File: src/rtl/hc_pkg.sv
// Shared SECDED Hamming(21,16)+overall-parity definitions for the encoder,
// the decoder and the bench model.
package hc_pkg;

  localparam int DATA_W = 16;
  localparam int CW_W   = 22;
  localparam int N_PAR  = 5;

  localparam int PAR_POS  [N_PAR]  = '{1, 2, 4, 8, 16};
  localparam int DATA_POS [DATA_W] = '{3, 5, 6, 7, 9, 10, 11, 12, 13, 14, 15,
                                       17, 18, 19, 20, 21};

  // Coverage of each parity bit: positions 1..21 whose index has bit k set,
  // excluding the parity position itself.
  localparam logic [CW_W-1:0] COVER_P0 = 22'h2AAAA8;
  localparam logic [CW_W-1:0] COVER_P1 = 22'h0CCCC8;
  localparam logic [CW_W-1:0] COVER_P2 = 22'h30F0E0;
  localparam logic [CW_W-1:0] COVER_P3 = 22'h00FE00;
  localparam logic [CW_W-1:0] COVER_P4 = 22'h3E0000;

  typedef enum logic [1:0] {
    ST_IDLE  = 2'd0,
    ST_SHIFT = 2'd1,
    ST_GAP   = 2'd2
  } state_t;

  function automatic logic [CW_W-1:0] hc_encode(input logic [DATA_W-1:0] data);
    logic [CW_W-1:0] cw;
    cw        = '0;
    cw[3]     = data[0];
    cw[7:5]   = data[3:1];
    cw[15:9]  = data[10:4];
    cw[21:17] = data[15:11];
    cw[1]     = ^(cw & COVER_P0);
    cw[2]     = ^(cw & COVER_P1);
    cw[4]     = ^(cw & COVER_P2);
    cw[8]     = ^(cw & COVER_P3);
    cw[16]    = ^(cw & COVER_P4);
    cw[0]     = ^cw[CW_W-1:1];
    return cw;
  endfunction

endpackage

File: src/rtl/hc_encode_comb.sv
// Combinational Hamming encoder; the decoder reuses it to recompute syndromes.
module hc_encode_comb
  import hc_pkg::*;
(
  input  logic [DATA_W-1:0] data,
  output logic [CW_W-1:0]   cw
);

  assign cw = hc_encode(data);

endmodule

File: src/rtl/hc_encoder_serializer.sv
// Encodes 16-bit words into 22-bit SECDED codewords and shifts them out
// serially with valid/ready on both sides and sof/eof frame strobes.
module hc_encoder_serializer
  import hc_pkg::*;
#(
  parameter bit          LSB_FIRST = 1'b1,
  parameter int unsigned FRAME_GAP = 0
)(
  input  logic              clk,
  input  logic              rst,
  input  logic [DATA_W-1:0] in_data,
  input  logic              in_valid,
  output logic              in_ready,
  output logic              ser_out,
  output logic              ser_valid,
  output logic              ser_sof,
  output logic              ser_eof,
  input  logic              ser_ready,
  output logic [CW_W-1:0]   cw_out,
  output logic              cw_valid,
  output logic [15:0]       frame_cnt,
  output logic              busy
);

  localparam logic [3:0] GAP_LAST = (FRAME_GAP == 0) ? 4'd0 : 4'(FRAME_GAP - 1);

  state_t          state_q, state_d;
  logic [CW_W-1:0] sr_q, sr_next, enc_cw;
  logic [4:0]      bit_cnt_q;
  logic [3:0]      gap_cnt_q;
  logic            last_bit, frame_done, accept, xfer;

  hc_encode_comb u_encode (
    .data (in_data),
    .cw   (enc_cw)
  );

  assign last_bit = (bit_cnt_q == 5'd21);
  assign xfer     = ser_valid && ser_ready;
  assign sr_next  = LSB_FIRST ? {1'b0, sr_q[CW_W-1:1]} : {sr_q[CW_W-2:0], 1'b0};
  assign ser_out  = ser_valid && (LSB_FIRST ? sr_q[0] : sr_q[CW_W-1]);
  assign ser_sof  = ser_valid && (bit_cnt_q == 5'd0);
  assign ser_eof  = ser_valid && last_bit;
  assign busy     = (state_q != ST_IDLE);

  // NOTE: sequential state is written with non-blocking assignments only, so
  // every register samples the pre-edge values regardless of block ordering.
  always_ff @(posedge clk or posedge rst) begin
    if (rst) state_q <= ST_IDLE;
    else     state_q <= state_d;
  end

  // NOTE: every signal assigned here gets a default first; a path that left
  // one unassigned would infer a latch.
  always_comb begin
    state_d    = state_q;
    ser_valid  = 1'b0;
    in_ready   = 1'b0;
    frame_done = 1'b0;
    case (state_q)
      ST_IDLE:  in_ready = 1'b1;
      ST_SHIFT: begin
        ser_valid  = 1'b1;
        frame_done = ser_ready && last_bit;
        if (FRAME_GAP == 0) in_ready = frame_done;
      end
      default: ;
    endcase
    // in_ready stays low while reset is held, rising in the first free cycle.
    in_ready = in_ready && !rst;
    accept   = in_ready && in_valid;
    case (state_q)
      ST_IDLE:  if (accept) state_d = ST_SHIFT;
      ST_SHIFT: if (frame_done)
                  state_d = accept ? ST_SHIFT : ((FRAME_GAP == 0) ? ST_IDLE : ST_GAP);
      ST_GAP:   if (gap_cnt_q == GAP_LAST) state_d = ST_IDLE;
      default:  state_d = ST_IDLE;
    endcase
  end

  always_ff @(posedge clk or posedge rst) begin
    if (rst) begin
      sr_q      <= '0;
      bit_cnt_q <= '0;
      gap_cnt_q <= '0;
      cw_out    <= '0;
      cw_valid  <= 1'b0;
      frame_cnt <= '0;
    end else begin
      cw_valid <= accept;
      if (accept) begin
        sr_q      <= enc_cw;
        cw_out    <= enc_cw;
        bit_cnt_q <= '0;
      end else if (xfer) begin
        sr_q      <= sr_next;
        bit_cnt_q <= last_bit ? 5'd0 : bit_cnt_q + 5'd1;
      end
      if (frame_done) frame_cnt <= frame_cnt + 16'd1;
      gap_cnt_q <= (state_q == ST_GAP) ? gap_cnt_q + 4'd1 : 4'd0;
    end
  end

endmodule

File: config.mk
export PLATFORM = sky130hd
export DESIGN_NAME = hc_encoder_serializer
export DESIGN_NICKNAME = d
export VERILOG_FILES = /design/src/rtl/hc_pkg.sv /design/src/rtl/hc_encode_comb.sv /design/src/rtl/hc_encoder_serializer.sv
export SDC_FILE = /design/constraint.sdc
export NUM_CORES = 1
export LEC_CHECK = 0
export ABC_AREA = 1
export CORE_ASPECT_RATIO = 1.2
export CORE_MARGIN = 5
export CORE_UTILIZATION = 30
export CTS_CLUSTER_SIZE = 40
export DETAILED_ROUTE_END_ITERATION = 8
export HOLD_SLACK_MARGIN = 0.12
export SLEW_MARGIN = 20
export SYNTH_ARGS = -nofsm -noshare
export SYNTH_HDL_FRONTEND = slang
export SYNTH_SLANG_ARGS = --single-unit
File: constraint.sdc
create_clock -name clk -period 2.8 [get_ports clk]
set_input_delay 0.56 -clock clk [delete_from_list [all_inputs] [get_ports clk]]
set_output_delay 0.56 -clock clk [all_outputs]
set_load 0.01 [all_outputs]
**After elaboration in Yosys (flattened, before gate mapping)**

Cells that the tools add are included.

- Input port bits: 20
- Logic and storage cells: 50
- Output and inout bits: 45
- Register bits: 72

- Eq/ne operators: 6
- Mux-type cells: 14
- Reductions and logical operators: 20
- Add/subtract/negate cells: 3

Operators with widths:

| kind | count |
|---|---|
| $reduce_xor 22->1 | 5 |
| $mux 22 | 2 |
| $reduce_xor 21->1 | 1 |
| $add 16x1->16 const B | 1 |
| $mux 5 | 3 |
| $logic_and 1x1->1 | 7 |
| $mux 2 | 3 |
| $ne 2x2->1 const B | 3 |
| $pmux 2 s3 | 1 |
| $add 5x1->5 const B | 1 |
| $eq 5x5->1 const B | 1 |
| $logic_not 5->1 | 1 |
| $add 4x1->4 const B | 1 |
| $logic_not 4->1 | 1 |
| $mux 4 | 1 |
| $reduce_bool 2->1 | 2 |
| $mux 1 | 3 |
| $reduce_and 3->1 | 1 |
| $eq 2x1->1 const B | 1 |
| $eq 2x2->1 const B | 1 |
| $logic_not 2->1 | 1 |
| $pmux 1 s2 | 1 |
| $logic_not 1->1 | 1 |

**Logic depth before layout (Yosys ltp)**

Gate-level depths: netlist of run 1.

- Word-level depth: 8
- Depth in mapped cells: 16
- Mapped depth without buffers: 16

**Modules after synthesis**

From an unflattened synthesis of run 1, not the netlist that was laid out.

- Cell total of the unflattened synthesis: 607
- Area total of the unflattened synthesis: 4182.8 um^2

By module, submodules not included:

| module | area each (um^2) | instances | cells an instance | sequential area each (um^2) |
|---|---|---|---|---|
| hc_encoder_serializer | 3379.5 | 1 | 437 | 1676.6 |
| hc_encode_comb | 803.3 | 1 | 170 | 0.0 |

**Least setup slack after synthesis of run 1**

Ideal clock, no wire load.

- Path kind: flip-flop to flip-flop
- Start: reg bit_cnt_q[1]
- End: reg sr_q[10]
- Clock period less this slack: 1.783 ns
- Library setup time: 0.138 ns
- Data required time: 2.662 ns
- Cell stages (with the launch flop): 13
- Path slack: 1.017 ns
- Arrival: 1.645 ns
- Buffers on the path: 1
- Cells stage by stage: dfrtp_1 -> inv_1 -> ha_1 -> nand4_4 -> o21ai_2 -> inv_2 -> nor2_4 -> nand2_4 -> nand2_4 -> inv_2 -> buf_6 -> nand2_1 -> o311ai_1

- Word-level cells in the longest chain between the ends: 6
- Elaborated cells on any way between the ends: 7
- Those cells by class: eq/ne: 1; mux: 2; reduce/logical: 4

RTL lines:

| element | line | source |
|---|---|---|
| start, declared | hc_encoder_serializer.sv:29 | `logic [4:0] bit_cnt_q;` |
| start signal, assigned | hc_encoder_serializer.sv:97 | `bit_cnt_q <= last_bit ? 5'd0 : bit_cnt_q + 5'd1;` |
| $eq 5x5->1 * | hc_encoder_serializer.sv:38 | `assign last_bit = (bit_cnt_q == 5'd21);` |
| $logic_and 1x1->1 * | hc_encoder_serializer.sv:64 | `frame_done = ser_ready && last_bit;` |
| $pmux 1 s2 * | hc_encoder_serializer.sv:60 | `case (state_q)` |
| $logic_and 1x1->1 * | hc_encoder_serializer.sv:70 | `in_ready = in_ready && !rst;` |
| named net in_ready | hc_encoder_serializer.sv:13 | `output logic in_ready,` |
| $logic_and 1x1->1 * | hc_encoder_serializer.sv:71 | `accept = in_ready && in_valid;` |
| $mux 22 / $reduce_bool 2->1 (equally long branches) | - |  |
| end signal, assigned | hc_encoder_serializer.sv:92 | `sr_q <= enc_cw;` |
| end signal, assigned | hc_encoder_serializer.sv:96 | `sr_q <= sr_next;` |
| end, declared | hc_encoder_serializer.sv:28 | `logic [CW_W-1:0] sr_q, sr_next, enc_cw;` |

Mark *: on every way through the listed nets, which the timed path passes. The rest lies on a longest branch.
A chain may end at the register's enable or synchronous reset.

**Worst setup path after layout of run 1**

- Start: reg bit_cnt_q[1]
- End: out in_ready

- Word-level cells in the longest chain between the ends: 4

RTL lines:

| element | line |
|---|---|
| $eq 5x5->1 | hc_encoder_serializer.sv:38 |
| $logic_and 1x1->1 | hc_encoder_serializer.sv:64 |
| $pmux 1 s2 | hc_encoder_serializer.sv:60 |
| $logic_and 1x1->1 | hc_encoder_serializer.sv:70 |
| end, declared | hc_encoder_serializer.sv:13 |

No other way between the ends.

==> results of run 1 <==
metrics by stage:
stage	utilization	hold slack (ns)
CTS	0.393	0.481
floorplan	-	0.447
detailed placement	0.373	0.466
global route	0.393	0.502
global placement	0.373	0.462
finish	0.393	0.476
timing repair:
action / CTS / global route
gates resized for setup: 0 / 1
setup endpoints to repair: 0 / 1
buffers inserted: 0 / 0
cell type report:
cell class,count,area (µm²)
fillers,1263,7280
multi-input cells,352,1730
flip-flops and latches,67,1680
repair buffers,68,683
clock buffers,11,233
well taps,161,201
inverters,50,191
clock inverters,1,5.00
kinds of logic (layout without fill, tap and decap cells):
group | count (synthesis) | in the layout | synth area share
AO/OA/AOI/OAI | 30 | 30 | 0.0606
XOR/XNOR | 17 | 17 | 0.0407
adder cells (fa/ha/maj) | 4 | 4 | 0.0137
buffers and inverters | 61 | 130 | 0.0702
flip-flops | 67 | 67 | 0.459
AND/OR/NAND/NOR | 301 | 301 | 0.356
worst paths after layout:
path / startpoint / endpoint / slack, ns / depth (start not counted)
setup / recovery: bit_cnt_q[1] / in_ready / 0.11 / 7
hold / removal: frame_cnt[15] / frame_cnt[15] / 0.48 / 1
setup reg to reg: bit_cnt_q[1] / sr_q[4] / 0.53 / 10
hold reg to reg: frame_cnt[15] / frame_cnt[15] / 0.48 / 1
max in group asynchronous: rst / frame_cnt[4] / 1.79 / 3
min in group asynchronous: rst / state_q[0] / 0.73 / 3
per-layer routing:
| layer | wire, µm | track usage | vias up | share of wire |
|---|---|---|---|---|
| li1 | - | - | 1669 | - |
| met1 | 4100 | 0.156 | 1577 | 0.44 |
| met2 | 4580 | 0.231 | 64 | 0.50 |
| met3 | 395 | 0.0286 | 12 | 0.043 |
| met4 | 158 | 0.0609 | 0 | 0.017 |
| met5 | 0 | 0 | - | 0 |
power groups by stage:
stage	registers, W	logic [W]	clock network [W]
after floorplan	0.00156	0.000701	0
after global placement	0.00152	0.00132	0
after detailed placement	0.00153	0.00135	0
after CTS	0.00152	0.00135	0.000973
after global routing	0.00155	0.00149	0.00102
final	0.00151	0.00134	0.000949
sequential cells by signal (all words and copies together), names as in the netlist:
register and count:
cw_out 22, cw_valid 1, bit_cnt_q 5, state_q 1, frame_cnt 16, sr_q 22
cells in the final DEF, fill, tap and decap left out, types with 6 or more instances in the layout:
| cell | Yosys | layout |
|---|---|---|
| nand2_1 | 222 | 222 |
| dfrtp_1 | 67 | 67 |
| clkdlybuf4s50_1 | 0 | 64 |
| nand3_1 | 48 | 48 |
| inv_1 | 43 | 42 |
| xor2_1 | 11 | 11 |
| nor2_1 | 11 | 11 |
| o311ai_1 | 9 | 9 |
| o211ai_1 | 9 | 9 |
| clkbuf_16 | 0 | 9 |
| inv_2 | 5 | 6 |
| xnor2_1 | 6 | 6 |
critical path, delay by kind of cell, from the launching register on:
family / cells / cell delay [ns]
buffers and inverters: 3 / 0.71
flip-flops: 1 / 0.39
AO/OA/AOI/OAI: 1 / 0.21
AND/OR/NAND/NOR: 2 / 0.28
adder cells (fa/ha/maj): 1 / 0.21
==> results_dict.tcl, run 1 <==
set metrics [dict create \
    yosys.area.top_type "dfrtp_1" \
    ir_drop_uv 418 \
    die_width_um 111 \
    grt_pass1_vias 3280 \
    worst_setup_path_start_kind "flop" \
    p_leak_nw 2.42 \
    drt_wl_total_um 9230 \
    initialDrtViolationCount 155 \
    fmax_ghz 0.372 \
    clock_skew_ns 0.00403 \
    p_sw_frac 0.338 \
    ys_types 33 \
    placed_area_um2 4470 \
    synth_cells 480 \
    status "completed" \
    dp_hpwl_um 6990 \
    power_w 0.00380 \
    drive_gt1_frac 0.0656 \
    async_flop_share 1.00 \
    ys_top_cells_by_count "nand2_1 (222), dfrtp_1 (67), nand3_1 (48), inv_1 (43)" \
    synth.most_common_cell "nand2_1" \
    netlist_area_um2 3650 \
    arrival_ns 2.13 \
    yosys_register_bits 67 \
    clk_pin_slew_ns 0.05 \
    synth-main-ff-cell "dfrtp_1" \
    grt.overflow.total 0 \
    track_usage 0.132 \
    synth_edf_count 0 \
    root_buffer "clkbuf_16" \
    drtPass1Iterations 4 \
    switching_power_w 0.00128 \
    max-slew-margin-rel 0.713 \
    final_nets 572 \
    initial_core_util 0.305 \
    path_cells "inv_1 -> ha_1 -> nand4_4 -> o21ai_4 -> inv_2 -> nor2_4 -> clkdlybuf4s50_1" \
    postRouteAntennaNets 0 \
    vias_per_cell 4.68 \
    fin_area_um2 4720 \
    ioPinCount 65 \
    grt_max_degree 68 \
    fp.coreArea_um2 12000 \
    cts_tree "yes" \
    routed-via-count 3322 \
    finalSetupViolations 0 \
    rsz0062_at_grt "false" \
    final_hold_viol_count 0 \
    clockBufferDepth 2 \
    fin_cells 710 \
    die_area_um2 14500 \
    p_int_w 0.00252 \
    worst_skew_pair.late_latency_ns 0.33 \
    antenna_cells 0 \
    drv_cap 0 \
    wl_per_cell_um 13.0 \
    tightest_slew_ns 0.430 \
    slew_violations 0 \
    crit_slowest_cell "clkdlybuf4s50_1" \
    hp-class "reg2reg" \
    io_buffers 64 \
    p_seq_frac 0.398 \
    setup_tns_ns 0 \
    pre_cts_ws_ns 0.192 \
    ys_seq_area_frac 0.459 \
    grt_first_pass_wirelength_um 15600 \
    worst-setup-path-type "reg2out" \
    htreeDepth 3 \
    die_height_um 131 \
    worstSetupEndpointType "output port" \
    finalWorstSetupSlack_ns 0.113 \
    max_stage_delay_ns 0.55 \
    clkPwrFrac 0.250 \
    synth_top_area_frac 0.459 \
    worstPathRequired_ns 2.24 \
    syn_nets 504 \
    synthTopCellsByArea "dfrtp_1 (46%), nand2_1 (23%), nand3_1 (6.6%)" \
    final.min_clock_period_ns 2.69 \
    yosys_warnings 0 \
    p_comb_frac 0.352 \
    route.detailed.drc 0 \
    antenna_found_initial 0 \
    cp_max_fo 4 \
    syn_area_per_cell_um2 7.61 \
    syn_to_final_growth_pct 29.1 \
    ctsHoldBuffers 0 \
    post-place-cells 698 \
    powerDensity_nw_per_um2 805 \
    place.gp.congestion 0.829 \
    fp-row-count 44 \
    post-route-period-util 0.960 \
    clock_sinks 67 \
    numCtsBuffers 9 \
]
Note: power is estimated with default switching activity, not from simulation.
==> run 2, diff against run 1 <==
--- a/config.mk
+++ b/config.mk
@@ -16,3 +16,4 @@
 export SYNTH_ARGS = -nofsm -noshare
 export SYNTH_HDL_FRONTEND = slang
 export SYNTH_SLANG_ARGS = --single-unit
+export TNS_END_PERCENT = 20
==> results of run 2 <==
The final DEF is identical to that of run 1; final timing and power are the same.
==> run 3, diff against run 2 <==
--- a/config.mk
+++ b/config.mk
@@ -6,7 +6,7 @@
 export NUM_CORES = 1
 export LEC_CHECK = 0
 export ABC_AREA = 1
-export CORE_ASPECT_RATIO = 1.2
+export CORE_ASPECT_RATIO = 1.75
 export CORE_MARGIN = 5
 export CORE_UTILIZATION = 30
 export CTS_CLUSTER_SIZE = 40
==> constraint.sdc (replaced) <==
create_clock -name clk -period 2.45 [get_ports clk]
set_input_delay 0.49 -clock clk [delete_from_list [all_inputs] [get_ports clk]]
set_output_delay 0.49 -clock clk [all_outputs]
set_load 0.01 [all_outputs]
==> results_dict.tcl, run 3 (synthesis gave the netlist of run 1 again) <==
set metrics [dict create \
    status "completed" \
    num-fill-cells 1202 \
    clkPwrFrac 0.276 \
    postRouteAntennaNets 0 \
    final_hold_viol_count 0 \
    hp-class "reg2reg" \
    grt_max_degree 33 \
    powerDensity_nw_per_um2 939 \
    fin_cells 731 \
    htreeDepth 3 \
    holdWs_ns 0.480 \
    ctsHoldBuffers 0 \
    grt_first_pass_wirelength_um 16700 \
    biggestRegsByFlops "cw_out: 22 flops, sr_q: 22 flops, frame_cnt: 16 flops" \
    fmax_ghz 0.426 \
    crit_slowest_cell "clkdlybuf4s50_1" \
    clock_sinks 67 \
    worst-setup-path-type "reg2out" \
    cp_max_fo 4 \
    finalWorstSetupSlack_ns 0.102 \
    layout_common_cells "nand2_1 (222), dfrtp_1 (67), clkdlybuf4s50_1 (62)" \
    cts_tree "yes" \
    numCtsBuffers 9 \
    syn_to_final_growth_pct 33.7 \
    p_comb_frac 0.344 \
    post-place-cells 712 \
    wl_per_cell_um 13.5 \
    pre_cts_ws_ns 0.00389 \
    slew_violations 0 \
    p_sw_frac 0.334 \
    final_nets 585 \
    clock_skew_ns 0.00583 \
    dp_hpwl_um 7750 \
    power_w 0.00459 \
    drtPass1Iterations 4 \
    finalSetupViolations 0 \
    clk_pin_slew_ns 0.05 \
    arrival_ns 1.86 \
    grt_pass1_vias 3478 \
    ir_drop_uv 305 \
    die_area_um2 14600 \
    seqCellArea_um2 1680 \
    post-route-period-util 0.958 \
    drive_gt1_frac 0.0954 \
    p_int_w 0.00306 \
    grt.overflow.total 0 \
    p_seq_frac 0.380 \
    rsz0062_at_grt "false" \
    vias_per_cell 4.59 \
    final_common_cell "nand2_1" \
    place.gp.congestion 0.863 \
    worstSetupEndpointType "output port" \
    routed-via-count 3353 \
    die_height_um 156 \
    die_width_um 93.4 \
    antenna_found_initial 0 \
    drv_cap 0 \
    clockBufferDepth 2 \
    max_stage_delay_ns 0.58 \
    worst_setup_path_start_kind "flop" \
    route.detailed.drc 0 \
    setup_tns_ns 0 \
    io_buffers 64 \
    initial_core_util 0.304 \
    drt_wl_total_um 9900 \
    fp.coreArea_um2 12000 \
    max-slew-margin-rel 0.684 \
    track_usage 0.146 \
    fp-row-count 53 \
    ioPinCount 65 \
    worstPathRequired_ns 1.96 \
    antenna_cells 0 \
    multiInputGateArea_um2 1720 \
    root_buffer "clkbuf_16" \
    tightest_slew_ns 0.473 \
    switching_power_w 0.00153 \
    p_leak_nw 2.53 \
    worst_skew_pair.late_latency_ns 0.33 \
    final.min_clock_period_ns 2.35 \
    initialDrtViolationCount 189 \
    path_cells "inv_1 -> ha_1 -> nand3_1 -> nor3_1 -> clkdlybuf4s50_1" \
]
[run 3: final cells by class]
| cell class | count | share of cell area |
|---|---|---|
| Clock buffer | 11 | 0.0497 |
| Tap cell | 165 | 0.0423 |
| Clock inverter | 5 | 0.0108 |
| Multi-Input combinational cell | 352 | 0.352 |
| Sequential cell | 67 | 0.343 |
| Timing Repair Buffer | 81 | 0.163 |
| Inverter | 50 | 0.0392 |
[run 3: worst paths after layout]
path | start | endpoint | slack [ns] | depth (start not counted)
worst max-delay path | bit_cnt_q[0] | ser_sof | 0.10 | 5
worst min-delay path | frame_cnt[15] | frame_cnt[15] | 0.48 | 1
worst max register to register | bit_cnt_q[1] | frame_cnt[15] | 0.33 | 12
worst min register to register | frame_cnt[15] | frame_cnt[15] | 0.48 | 1
max in group asynchronous | rst | frame_cnt[2] | 1.26 | 3
min in group asynchronous | rst | frame_cnt[7] | 0.59 | 2
[run 3: metal layers]
metal  part of all wire  global-route usage  wire (µm)
met1               0.38               0.149       3720
met2               0.55               0.278       5470
met3              0.038              0.0232        372
met4              0.034              0.0769        333
met5                  0                   0          0
[run 3: timing repair]
action / CTS / global route
gates cloned: 0 / 0
pin swaps: 2 / 0
resized for setup: 1 / 1
setup buffers: 3 / 0
endpoints found under the setup margin: 1 / 1
[run 3: critical path: cells and delay by family, from the launching register on]
| kind | cells | cell delay, ns |
|---|---|---|
| DFF | 1 | 0.43 |
| and+or+nand+nor | 2 | 0.26 |
| adders and majority gates | 1 | 0.15 |
| buffers and inverters | 2 | 0.70 |
[run 3: through the flow]
stage / cell area [µm²] / util
2_1_floorplan: 3650 / -
3_3_place_gp: 4570 / 0.380
3_5_place_dp: 4570 / 0.380
4_1_cts: 4880 / 0.407
5_1_grt: 4890 / 0.407
6_report: 4890 / 0.407
[run 3: power groups by stage]
stage | Sequential, W | Clock [W] | Combinational, W
3_3_place_gp | 0.00175 | 0 | 0.00156
6_report | 0.00174 | 0.00127 | 0.00158
4_1_cts | 0.00175 | 0.00129 | 0.00160
5_1_grt | 0.00179 | 0.00134 | 0.00177
3_5_place_dp | 0.00176 | 0 | 0.00158
2_1_floorplan | 0.00178 | 0 | 0.000802
